`config.mk`:
```
export PLATFORM = sky130hd
export DESIGN_NAME = spi_frame_loader
export DESIGN_NICKNAME = d
export VERILOG_FILES = /design/src/rtl/edge_pkg.sv /design/src/rtl/spi_frame_loader.sv
export SDC_FILE = /design/constraint.sdc
export NUM_CORES = 1
export LEC_CHECK = 0
export ABC_AREA = 0
export BUFFER_PORTS_ARGS = -buffer_cell sky130_fd_sc_hd__buf_2
export CORE_MARGIN = 2
export CORE_UTILIZATION = 30
export CTS_BUF_LIST = sky130_fd_sc_hd__clkbuf_8
export CTS_CLUSTER_DIAMETER = 200
export DETAILED_ROUTE_END_ITERATION = 12
export MAX_ROUTING_LAYER = met4
export SYNTH_ARGS = -nofsm -noshare
export SYNTH_HDL_FRONTEND = slang
export SYNTH_SLANG_ARGS = --single-unit
```
`constraint.sdc`:
```
create_clock -name clk -period 1.63 [get_ports clk]
set_clock_uncertainty 0.2 [all_clocks]
set_input_delay 0 -clock clk [delete_from_list [all_inputs] [get_ports clk]]
set_output_delay 0 -clock clk [all_outputs]
set_load 0.03 [all_outputs]
```
`src/rtl/edge_pkg.sv`:
```
// Shared constants and types for the SPI frame loader: command bytes,
// loader states, error bit positions and default image geometry.
package edge_pkg;

  localparam logic [7:0] CMD_LOAD   = 8'h01;
  localparam logic [7:0] CMD_START  = 8'h02;
  localparam logic [7:0] CMD_CLRERR = 8'h03;

  typedef enum logic [2:0] {IDLE, CMD, LOAD, DRAIN, START, BUSY} loader_state_t;

  localparam int ERR_BAD_CMD     = 0;
  localparam int ERR_SHORT_FRAME = 1;
  localparam int ERR_BUSY_CMD    = 2;

  localparam int IMG_W_DEF = 32;
  localparam int IMG_H_DEF = 32;
  localparam int NPIX      = IMG_W_DEF * IMG_H_DEF;

endpackage

```
`src/rtl/spi_frame_loader.sv`:
```
// Command sequencer between the SPI byte receiver and the frame buffer; owns buffer arbitration.
// Pixel writes land one cycle after their byte strobe; no backpressure, bytes outside LOAD are dropped.
module spi_frame_loader
  import edge_pkg::*;
#(
  parameter int IMG_W  = IMG_W_DEF,
  parameter int IMG_H  = IMG_H_DEF,
  parameter int ADDR_W = 10
) (
  input  logic              clk,
  input  logic              nrst,
  input  logic              cs,
  input  logic              byte_valid,
  input  logic [7:0]        byte_data,
  input  logic              accel_done,
  output logic              mem_we,
  output logic [ADDR_W-1:0] mem_addr,
  output logic [7:0]        mem_wdata,
  output logic              buf_sel,
  output logic              accel_start,
  output logic              frame_valid,
  output logic [2:0]        err
);

  localparam int                PIX      = IMG_W * IMG_H;
  localparam logic [ADDR_W-1:0] LAST_PIX = ADDR_W'(PIX - 1);

  loader_state_t     state;
  logic              csQ;
  logic              busyArmed;
  logic [ADDR_W-1:0] counter;
  logic              csRise;
  logic              csFall;

  assign csRise = cs & ~csQ;
  assign csFall = ~cs & csQ;

  always_ff @(posedge clk or negedge nrst) begin
    if (!nrst) begin
      state       <= IDLE;
      csQ         <= 1'b0;
      busyArmed   <= 1'b0;
      counter     <= '0;
      mem_we      <= 1'b0;
      mem_addr    <= '0;
      mem_wdata   <= '0;
      buf_sel     <= 1'b0;
      accel_start <= 1'b0;
      frame_valid <= 1'b0;
      err         <= '0;
    end else begin
      csQ         <= cs;
      mem_we      <= 1'b0;
      accel_start <= 1'b0;

      case (state)
        IDLE: begin
          if (csRise) state <= CMD;
        end

        // A byte arriving with cs_fall is decoded first; the fall then applies to the decoded state.
        CMD: begin
          if (byte_valid) begin
            case (byte_data)
              CMD_LOAD: begin
                frame_valid <= 1'b0;
                counter     <= '0;
                if (csFall) begin
                  err[ERR_SHORT_FRAME] <= 1'b1;
                  state                <= IDLE;
                end else begin
                  state <= LOAD;
                end
              end
              CMD_START: begin
                if (frame_valid) begin
                  state <= START;
                end else begin
                  err[ERR_BAD_CMD] <= 1'b1;
                  state            <= csFall ? IDLE : DRAIN;
                end
              end
              CMD_CLRERR: begin
                err   <= '0;
                state <= csFall ? IDLE : DRAIN;
              end
              default: begin
                err[ERR_BAD_CMD] <= 1'b1;
                state            <= csFall ? IDLE : DRAIN;
              end
            endcase
          end else if (csFall) begin
            state <= IDLE;
          end
        end

        LOAD: begin
          if (byte_valid) begin
            mem_we    <= 1'b1;
            mem_addr  <= counter;
            mem_wdata <= byte_data;
            counter   <= counter + 1'b1;
            if (counter == LAST_PIX) begin
              frame_valid <= 1'b1;
              state       <= csFall ? IDLE : DRAIN;
            end else if (csFall) begin
              err[ERR_SHORT_FRAME] <= 1'b1;
              counter              <= '0;
              state                <= IDLE;
            end
          end else if (csFall) begin
            err[ERR_SHORT_FRAME] <= 1'b1;
            counter              <= '0;
            state                <= IDLE;
          end
        end

        DRAIN: begin
          if (csFall) state <= IDLE;
        end

        START: begin
          accel_start <= 1'b1;
          buf_sel     <= 1'b1;
          busyArmed   <= csRise;
          state       <= BUSY;
        end

        // Only a transaction opened while busy is flagged; leftovers of the START transaction are not.
        BUSY: begin
          if (csRise) busyArmed <= 1'b1;
          if (busyArmed && byte_valid) begin
            err[ERR_BUSY_CMD] <= 1'b1;
            busyArmed         <= 1'b0;
          end
          if (csFall) busyArmed <= 1'b0;
          if (accel_done) begin
            buf_sel   <= 1'b0;
            busyArmed <= 1'b0;
            state     <= cs ? DRAIN : IDLE;
          end
        end

        default: state <= IDLE;
      endcase
    end
  end

endmodule

```
; Word-level counts from Yosys, hierarchy flattened
; Cells that the tools add are included.
[op_classes]
eq_ne = 22
n_bitwise = 5
n_addsub = 1
muxes = 45
reduce_logical = 14
[op_table]
columns = op, n
row1 = $mux W10, 6
row2 = $mux W3, 8
row3 = $pmux W10 S2, 1
row4 = $mux W1, 18
row5 = $pmux W3 S6, 1
row6 = $eq A8 B2 Y1 const B, 2
row7 = $reduce_and A4 Y1, 4
row8 = $ne A2 B2 Y1 const B, 7
row9 = $pmux W1 S2, 6
row10 = $add A10 B1 Y10 const B, 1
row11 = $eq A10 B10 Y1 const B, 1
row12 = $eq A8 B1 Y1 const B, 1
row13 = $reduce_and A2 Y1, 4
row14 = $eq A3 B2 Y1 const B, 2
row15 = $eq A3 B3 Y1 const B, 2
row16 = $mux W2, 3
row17 = $ne A3 B3 Y1 const B, 2
row18 = $pmux W3 S2, 1
row19 = $reduce_bool A2 Y1, 3
row20 = $ne A5 B5 Y1 const B, 1
row21 = $reduce_and A5 Y1, 1
row22 = $ne A2 B1 Y1 const B, 2
row23 = $eq A3 B1 Y1 const B, 1
row24 = $logic_not A3 Y1, 1
row25 = 5 further kinds, 8
[word_totals]
input_bits = 13
word_cells = 100
ff_bits = 40
out_inout_bits = 25

; Logic depth before layout (Yosys ltp)
; Gate-level depths: netlist (run 1).
[depth]
depth_word = 7
depth_mapped = 6
mapped_depth_nobuf = 5

; Worst setup path before layout (run 1)
; No wires, ideal clock.
[synth_path]
path_type = reg2reg
start = register counter[0]
end = register counter[3]
setup_slack_ns = -0.107
period_less_slack_ns = 1.737
t_arrival_ns = 1.451
required_ns = 1.343
path_stages_with_launch = 7
setup_ns = 0.087
cell_sequence = dfrtp_1 -> ha_1 -> nand3_2 -> nor4_4 -> buf_6 -> nor2_2 -> o211ai_1
[synth_via]
elab_chain_cells = 5
word_cells_on_any_way = 6
classes_between = add/sub: 1 / eq/ne: 1 / mux: 4
[synth_rtl]
columns = element, line_no
row1 = "start, declared", spi_frame_loader.sv:31  ; logic [ADDR_W-1:0] counter;
row2 = "start signal, assigned", spi_frame_loader.sv:102  ; counter <= counter + 1'b1;
row3 = $add A10 B1 Y10, spi_frame_loader.sv:102
row4 = $mux W10, spi_frame_loader.sv:106  ; end else if (csFall) begin
row5 = $mux W10 *, spi_frame_loader.sv:103  ; if (counter == LAST_PIX) begin
row6 = $mux W10 *, spi_frame_loader.sv:98  ; if (byte_valid) begin
row7 = $pmux W10 S2 *, spi_frame_loader.sv:56  ; case (state)
; Every way passes the cells marked *; elsewhere a longest branch is shown, timed or not.
; A chain may end at the register's enable or synchronous reset.

; Worst setup path in the final report (run 1)
[layout_path]
start = register state[2]
end = register err[1]
[layout_via]
elab_chain_cells = 3
word_cells_on_any_way = 8
classes_between = eq/ne: 5 / mux: 1 / reduce/logical: 2
[layout_rtl]
columns = element, line_no
row1 = "start, declared", spi_frame_loader.sv:28  ; loader_state_t state;
row2 = "start signal, assigned", spi_frame_loader.sv:80  ; state <= csFall ? IDLE : DRAIN;
row3 = "start signal, assigned", spi_frame_loader.sv:85  ; state <= csFall ? IDLE : DRAIN;
row4 = "start signal, assigned", spi_frame_loader.sv:89  ; state <= csFall ? IDLE : DRAIN;
row5 = $eq A3 B1 Y1 or $eq A3 B2 Y1 (tied branches), spi_frame_loader.sv:56
row6 = "$ne A3 B1 Y1 (no line), or another cell as far along", --
row7 = $reduce_and A4 Y1 (no line), --
row8 = "end signal, assigned", spi_frame_loader.sv:50  ; err <= '0;
row9 = "end signal, assigned by index", spi_frame_loader.sv:69  ; err[ERR_SHORT_FRAME] <= 1'b1;
row10 = "end signal, assigned by index", spi_frame_loader.sv:79  ; err[ERR_BAD_CMD] <= 1'b1;
row11 = "end, declared", spi_frame_loader.sv:22  ; output logic [2:0] err
; Parallel ways exist; a longest one is shown, timed or not.

==> results of run 1 <==
[metrics by stage]
step,power [mW],setup slack (ns)
after floorplan,1.997,-0.01541
after global placement,2.407,-0.1145
after detailed placement,2.415,-0.07881
after CTS,3.097,-0.03845
after global routing,3.305,-0.1304
final,3.128,-0.05192
[sequential cells by signal, summed over array words and instances, names as in the netlist]
register     flops
busyArmed        1
mem_addr        10
mem_wdata        8
buf_sel          1
frame_valid      1
accel_start      1
state            3
csQ              1
err              3
counter         10
mem_we           1
[kinds of logic after synthesis]
family	count (synthesis)	share of synthesized area, %
flip-flops	40	50.73
AND/OR/NAND/NOR	58	18.64
AO/OA/AOI/OAI	45	15.98
buffers and inverters	12	3.233
adder cells (fa/ha/maj)	1	0.6340
multiplexers	19	10.78
[power groups by stage]
| stage | Clock [mW] | Sequential, mW | Combinational [mW] |
|---|---|---|---|
| 2_1_floorplan | 0 | 1.61 | 0.387 |
| 3_3_place_gp | 0 | 1.32 | 1.09 |
| 3_5_place_dp | 0 | 1.32 | 1.09 |
| 4_1_cts | 0.651 | 1.30 | 1.14 |
| 5_1_grt | 0.688 | 1.33 | 1.28 |
| 6_report | 0.633 | 1.31 | 1.19 |
[cell type report]
type                       count  area (um^2)
inverter                       6        22.52
multi-input combinational    123         1012
sequential                    40         1005
clock buffer                   5        68.82
clock inverter                 2        8.758
tap                           77        96.34
fill                         589         3385
timing repair buffer         102        752.0
[layout by cell type, fill, tap and decap left out, types with 2 or more instances in the layout]
| master | count |
|---|---|
| buf_4 | 44 |
| dfrtp_1 | 37 |
| buf_2 | 37 |
| mux2_2 | 18 |
| dlygate4sd3_1 | 14 |
| nand3_1 | 11 |
| nand2_1 | 10 |
| inv_1 | 7 |
| a31oi_1 | 7 |
| o21ai_0 | 6 |
| nor2_1 | 6 |
| a21oi_1 | 5 |
| clkbuf_8 | 5 |
| buf_6 | 5 |
| nor3_1 | 3 |
| nand4_1 | 3 |
| nor2b_1 | 3 |
| o211ai_1 | 3 |
| nor4_2 | 3 |
| o221ai_2 | 3 |
| dfrtp_2 | 3 |
| nor2_4 | 2 |
| o31ai_2 | 2 |
| o21ai_1 | 2 |
| o2bb2ai_1 | 2 |
| o21a_1 | 2 |
| nand2b_1 | 2 |
| o22a_1 | 2 |
| or3_1 | 2 |
| buf_12 | 2 |
[worst max path at each step]
stage                                start                endpoint  slack, ns  cells past startpoint
floorplan             state[1]$_DFFE_PN0P_  counter[8]$_DFFE_PN0P_      -0.02                      5
global placement      state[0]$_DFFE_PN0P_  counter[8]$_DFFE_PN0P_      -0.11                      5
detailed placement    state[2]$_DFFE_PN0P_  counter[8]$_DFFE_PN0P_      -0.08                      5
CTS                   state[2]$_DFFE_PN0P_  counter[3]$_DFFE_PN0P_      -0.04                      5
global route        counter[6]$_DFFE_PN0P_  counter[2]$_DFFE_PN0P_      -0.13                      5
finish                state[2]$_DFFE_PN0P_      err[1]$_DFFE_PN0P_      -0.05                      5
[critical path, delay by kind of cell (launching register included)]
family,cells,cell delay (ns)
AOI/OAI and AO/OA,1,0.20
buffers and inverters,1,0.18
DFF,1,0.40
and+or+nand+nor,3,0.60
[per-layer routing]
layer  wire length (um)  vias up  GRT usage (%)
li1                   -      872              -
met2               2397       42          23.08
met3                222       10          3.502
met4                 93        0          6.494
met5                  0        -              -
met1               2193      853          18.51
[repair_timing]
| item | in CTS | in global routing |
|---|---|---|
| gates resized for setup | 5 | 17 |
| setup endpoints to repair | 10 | 24 |
| endpoints found under the hold margin | 57 | 0 |
| hold buffers | 14 | 0 |
| buffers inserted | 7 | 4 |
| pin swaps | 2 | 4 |
==> summary.md, run 1 <==
| Metric | Value |
|---|---|
| Power Density | 1055 nW/um^2 |
| Largest net degree at the start of global routing | 23 |
| Clk network pwr share | 20.2% |
| Count leader, synth | dfrtp_1 |
| Worst EP arrival | 1.68 ns |
| Least-Margin Pin Slew | 0.5288 ns |
| Post-synth top flop | dfrtp_1 |
| Row count | 29 |
| Synth warnings | 0 |
| Die Area | 7242 um^2 |
| Sw power | 1.126 mW |
| Initial drt markers | 129 |
| Chip width | 85.10 um |
| Drt first pass iters | 4 |
| Post-synth top area share | 50.73% |
| Setup-failing EPs final | 4 |
| First-pass GRT wire length | 8245 um |
| Clock root cell | clkbuf_8 |
| CP startpoint kind | flip-flop |
| Status | finished, violations left |
| DRT Wirelength | 4906 um |
| Clock sinks | 40 |
| Initial antenna violation count | 0 |
| Worst skew pair latency | 0.30 ns |
| Static leakage | 1.403 nW |
| Failing checks | setup timing |
| CP Cell Sequence | nand4bb_4 > nor4_4 > buf_4 > nor4_2 > o22a_1 |
| Async SR Flop Fraction | 100.0% |
| CTS Buf Count | 5 |
| FF+latch count, synth | 40 |
| Synth Cell Area | 1973 um^2 |
| FF-to-FF path depth | 5 |
| Placed Cells | 323 |
| Initial Utilization | 31.07% |
| Vias/cell | 5.006 |
| Synth area leader | dfrtp_1 |
| Fin cells | 355 |
| Placed Area | 2581 um^2 |
| Vias | 1777 |
| Gate power share | 38.0% |
| Final instance area | 2965 um^2 |
| Slew HR | 64.63% |
| CTS tree | built |
| Sequential power share | 41.7% |
| Routed len/inst | 13.82 um |
| Crit-path max FO | 3 |
| Power Internal | 2.002 mW |
| Post-layout util | 46.70% |
| Critical Path RT | 1.62 ns |
| Max-cap violations | 0 |
| Worst path slowest cell | dfrtp_1 |
| Switching Share | 36.01% |
| Final hold vios | 0 |
| R2R setup slack | -0.05 ns |
| All-Layer GR Usage | 14.86% |
| Share of cells above drive strength 1 | 50.36% |
| Port buffer count | 37 |
| Residual DRC | 0 |
| Post-route minimum period | 1.682 ns |
| Final HPWL from detailed placement | 3480 um |
| Top post-synthesis cells by area | dfrtp_1 51%, mux2_2 10%, nand3_1 2.8% |
| Setup repair after global routing missed its margin | yes |
| Capture point of the worst reg-to-reg path | err[1]$_DFFE_PN0P_ |
| Final worst slack | -0.05192 ns |
| Critical setup path kind | flip-flop to flip-flop |
| Mapped Avg Cell Area | 11.28 um^2 |
| Clock-pin transition on the worst setup and hold timing paths | 0.08 ns |
| VDD IR max | 631.3 uV |
| Max stage delay on crit path | 0.40 ns |
| Crit path capture type | flip-flop |
| DRT antenna net count | 0 |
| Global placement routability congestion | 0.8666 |
| Total nets after synthesis | 189 |
| Critical R2R Launch | state[2]$_DFFE_PN0P_ |
| Yosys cell types | 48 |
| FMAX | 594.6 MHz |
| # H-tree levels | 2 |
| Tcrit/Tclk final | 103.2% |
| Die Ht | 85.10 um |
| Core Area | 6350 um^2 |
| N_diodes | 0 |
| Hold WC Path Type | primary input to async pin |
| Final Max Slew Viols | 0 |
| Number of global-route vias before repair | 1754 |
| Setup TNS | -0.1192 ns |
| Ports | 38 |
| Post-synth EDFFs | 0 |
| Final Net Count | 292 |
| Max clock buf depth | 2 |
| Hold WS | 0.01415 ns |
| Global route overflow | 0 |
| Sequential fraction of the synthesis area | 50.73% |
| Cell count after synthesis | 175 |
| Area delta synth->final | 50.29% |
| Commonest cells post-synth | 40 x dfrtp_1, 18 x mux2_2, 12 x nand2_1 |
Note: power is estimated with default switching activity, not from simulation.
==> run 2, diff against run 1 <==
--- a/config.mk
+++ b/config.mk
@@ -7,6 +7,7 @@
 export LEC_CHECK = 0
 export ABC_AREA = 0
 export BUFFER_PORTS_ARGS = -buffer_cell sky130_fd_sc_hd__buf_2
+export CORE_ASPECT_RATIO = 1.25
 export CORE_MARGIN = 2
 export CORE_UTILIZATION = 30
 export CTS_BUF_LIST = sky130_fd_sc_hd__clkbuf_8
==> run 2 against run 1 <==
  * The flow still finishes with violations (setup timing)
  * Sequential power about the same
  * Register-to-register slack is essentially flat
  * Maximum frequency fell by 0.64%
  * First-iteration DRC count fell by 50%
  * Clock power grew 41%
  * Critical endpoint unchanged
==> summary.md, run 2 (synthesis results as in run 1) <==
| Metric | Value |
|---|---|
| Final Net Count | 291 (-0.34%) |
| Pwr Total | 3.397 mW (+8.6%) |
| Port buffer count | 37 (unchanged) |
| Final Max Slew Viols | 0 (unchanged) |
| Power Internal | 2.265 mW (+13%) |
| Least-Margin Pin Slew | 0.5227 ns (-0.006075 ns) |
| Vias/cell | 4.888 (-2.4%) |
| Crit-path max FO | 2 (-1) |
| Setup TNS | -0.6632 ns (-0.5439 ns) |
| Initial Utilization | 30.44% (-0.64 points) |
| Setup-failing EPs final | 26 (+22) |
| Gate power share | 35.5% (-2.5 points) |
| Worst path slowest cell | dfrtp_1 |
| Initial drt markers | 64 (-50%) |
| Clock-pin transition on the worst setup and hold timing paths | 0.08 ns (about the same) |
| Global route overflow | 0 (unchanged) |
| Global placement routability congestion | 0.7898 (-8.9%) |
| Drt first pass iters | 4 (unchanged) |
| N_diodes | 0 (unchanged) |
| Largest net degree at the start of global routing | 41 (+78%) |
| First-pass GRT wire length | 8355 um (+1.3%) |
| Routed len/inst | 13.43 um (-2.8%) |
| Status | finished, violations left |
| Critical Path RT | 1.62 ns (about the same) |
| CP startpoint kind | flip-flop |
| Max-cap violations | 0 (unchanged) |
| Most frequent cells in the layout | 45 x buf_4, 39 x dfrtp_1, 37 x buf_2, 18 x mux2_2, 13 x dlygate4sd3_1 |
| Chip width | 76.54 um (-10%) |
| Worst EP arrival | 1.68 ns (about the same) |
| DRT antenna net count | 0 (unchanged) |
| Core Area | 6482 um^2 (+2.1%) |
| VDD IR max | 639.1 uV (+1.2%) |
| # H-tree levels | 2 (unchanged) |
| Final worst slack | -0.06267 ns (-0.01075 ns) |
| Max stage delay on crit path | 0.39 ns (about the same) |
| Die Ht | 94.67 um (+11%) |
| Sequential power share | 38.2% (-3.5 points) |
| FMAX | 590.8 MHz (-0.64%) |
| Hold WC Path Type | primary input to flip-flop |
| Commonest non-fill, non-tap cell in the layout | buf_4 |
| Power Density | 1139 nW/um^2 (+7.9%) |
| Area delta synth->final | 51.17% |
| CTS tree | built |
| All-Layer GR Usage | 14.90% (+0.034 points) |
| Clock sinks | 40 (unchanged) |
| Static leakage | 1.415 nW (+0.83%) |
| Clk network pwr share | 26.2% (+6.0 points) |
| Tcrit/Tclk final | 103.8% (+0.66 points) |
| Share of cells above drive strength 1 | 49.64% (-0.72 points) |
| Final instance area | 2983 um^2 (+0.59%) |
| Setup repair after global routing missed its margin | yes |
| Max clock buf depth | 2 (unchanged) |
| Number of global-route vias before repair | 1817 (+3.6%) |
| Residual DRC | 0 (unchanged) |
| Final HPWL from detailed placement | 3454 um (-0.75%) |
| Initial antenna violation count | 0 (unchanged) |
| Die Area | 7246 um^2 (about the same) |
| Post-route minimum period | 1.693 ns (+0.01075 ns) |
| Switching Share | 33.31% (-2.7 points) |
| Vias | 1784 (+0.39%) |
| Crit path capture type | flip-flop |
| Largest regs | counter: 10 flops, mem_addr: 10 flops, mem_wdata: 8 flops |
| Clock root cell | clkbuf_8 |
| Row count | 33 (+14%) |
| Hold WS | 0.02156 ns (+0.007405 ns) |
| Placed Area | 2569 um^2 (-0.49%) |
| Final hold vios | 0 (unchanged) |
| Slew HR | 65.15% (+0.52 points) |
| DRT Wirelength | 4901 um (-0.10%) |
| Ports | 38 (unchanged) |
| Post-layout util | 46.01% (-0.69 points) |
| Worst skew pair latency | 0.29 ns (about the same) |
| CP Cell Sequence | nand4bb_4 > nor4_4 > buf_4 > nor4_2 > o22a_1 |
| Failing checks | setup timing |
| Critical setup path kind | flip-flop to flip-flop |
| Sw power | 1.132 mW (+0.45%) |
| CTS Buf Count | 5 (unchanged) |
run 2: routing by layer:
layer	share of wire [%]	global-route usage [%]
met5	0	-
met4	1.6	5.000
met3	3.5	2.581
met2	52	26.47
met1	43	17.14
run 2: worst paths after layout:
check	startpoint	to	slack (ns)	depth (start not counted)
max	state[0]$_DFFE_PN0P_	err[1]$_DFFE_PN0P_	-0.06	5
min	byte_valid	state[0]$_DFFE_PN0P_	0.02	3
max reg2reg	state[0]$_DFFE_PN0P_	err[1]$_DFFE_PN0P_	-0.06	5
min reg2reg	buf_sel$_DFFE_PN0P_	buf_sel$_DFFE_PN0P_	0.28	1
max in group asynchronous	nrst	state[1]$_DFFE_PN0P_	0.74	3
min in group asynchronous	nrst	mem_addr[9]$_DFFE_PN0P_	0.10	3
run 2: power groups by stage:
| stage | logic, mW | registers [mW] | clock network [mW] |
|---|---|---|---|
| after floorplan | 0.387 | 1.61 | 0 |
| after global placement | 1.07 | 1.31 | 0 |
| after detailed placement | 1.08 | 1.33 | 0 |
| after CTS | 1.17 | 1.30 | 0.920 |
| after global routing | 1.30 | 1.33 | 0.950 |
| final | 1.21 | 1.30 | 0.891 |
run 2: metrics by stage:
step                worst slack, ns  std cells
floorplan                  -0.01541        175
global placement           -0.03931        333
detailed placement         -0.09616        333
CTS                        -0.06121        360
global route                -0.1915        365
finish                     -0.06267        365
run 2: worst max-delay path: cells and delay by family, from the launching register on:
kind            cells  cell delay [ns]
simple gates        3             0.62
buf+inv             1             0.17
flops               1             0.39
compound gates      1             0.21
run 2: layout make-up:
class,instances,area (um^2)
Fill cell,640,3500
Multi-Input combinational cell,123,1002
Inverter,6,22.52
Timing Repair Buffer,101,720.7
Clock buffer,7,96.34
Clock inverter,1,30.03
Tap cell,87,108.9
Sequential cell,40,1002
run 2: repair_timing:
action | in CTS | in global routing
buffers inserted | 6 | 5
pin swaps | 16 | 8
cloned | 0 | 0
setup endpoints to repair | 21 | 22
hold buffers | 13 | 0
resized for setup | 7 | 12
endpoints found under the hold margin | 58 | 0
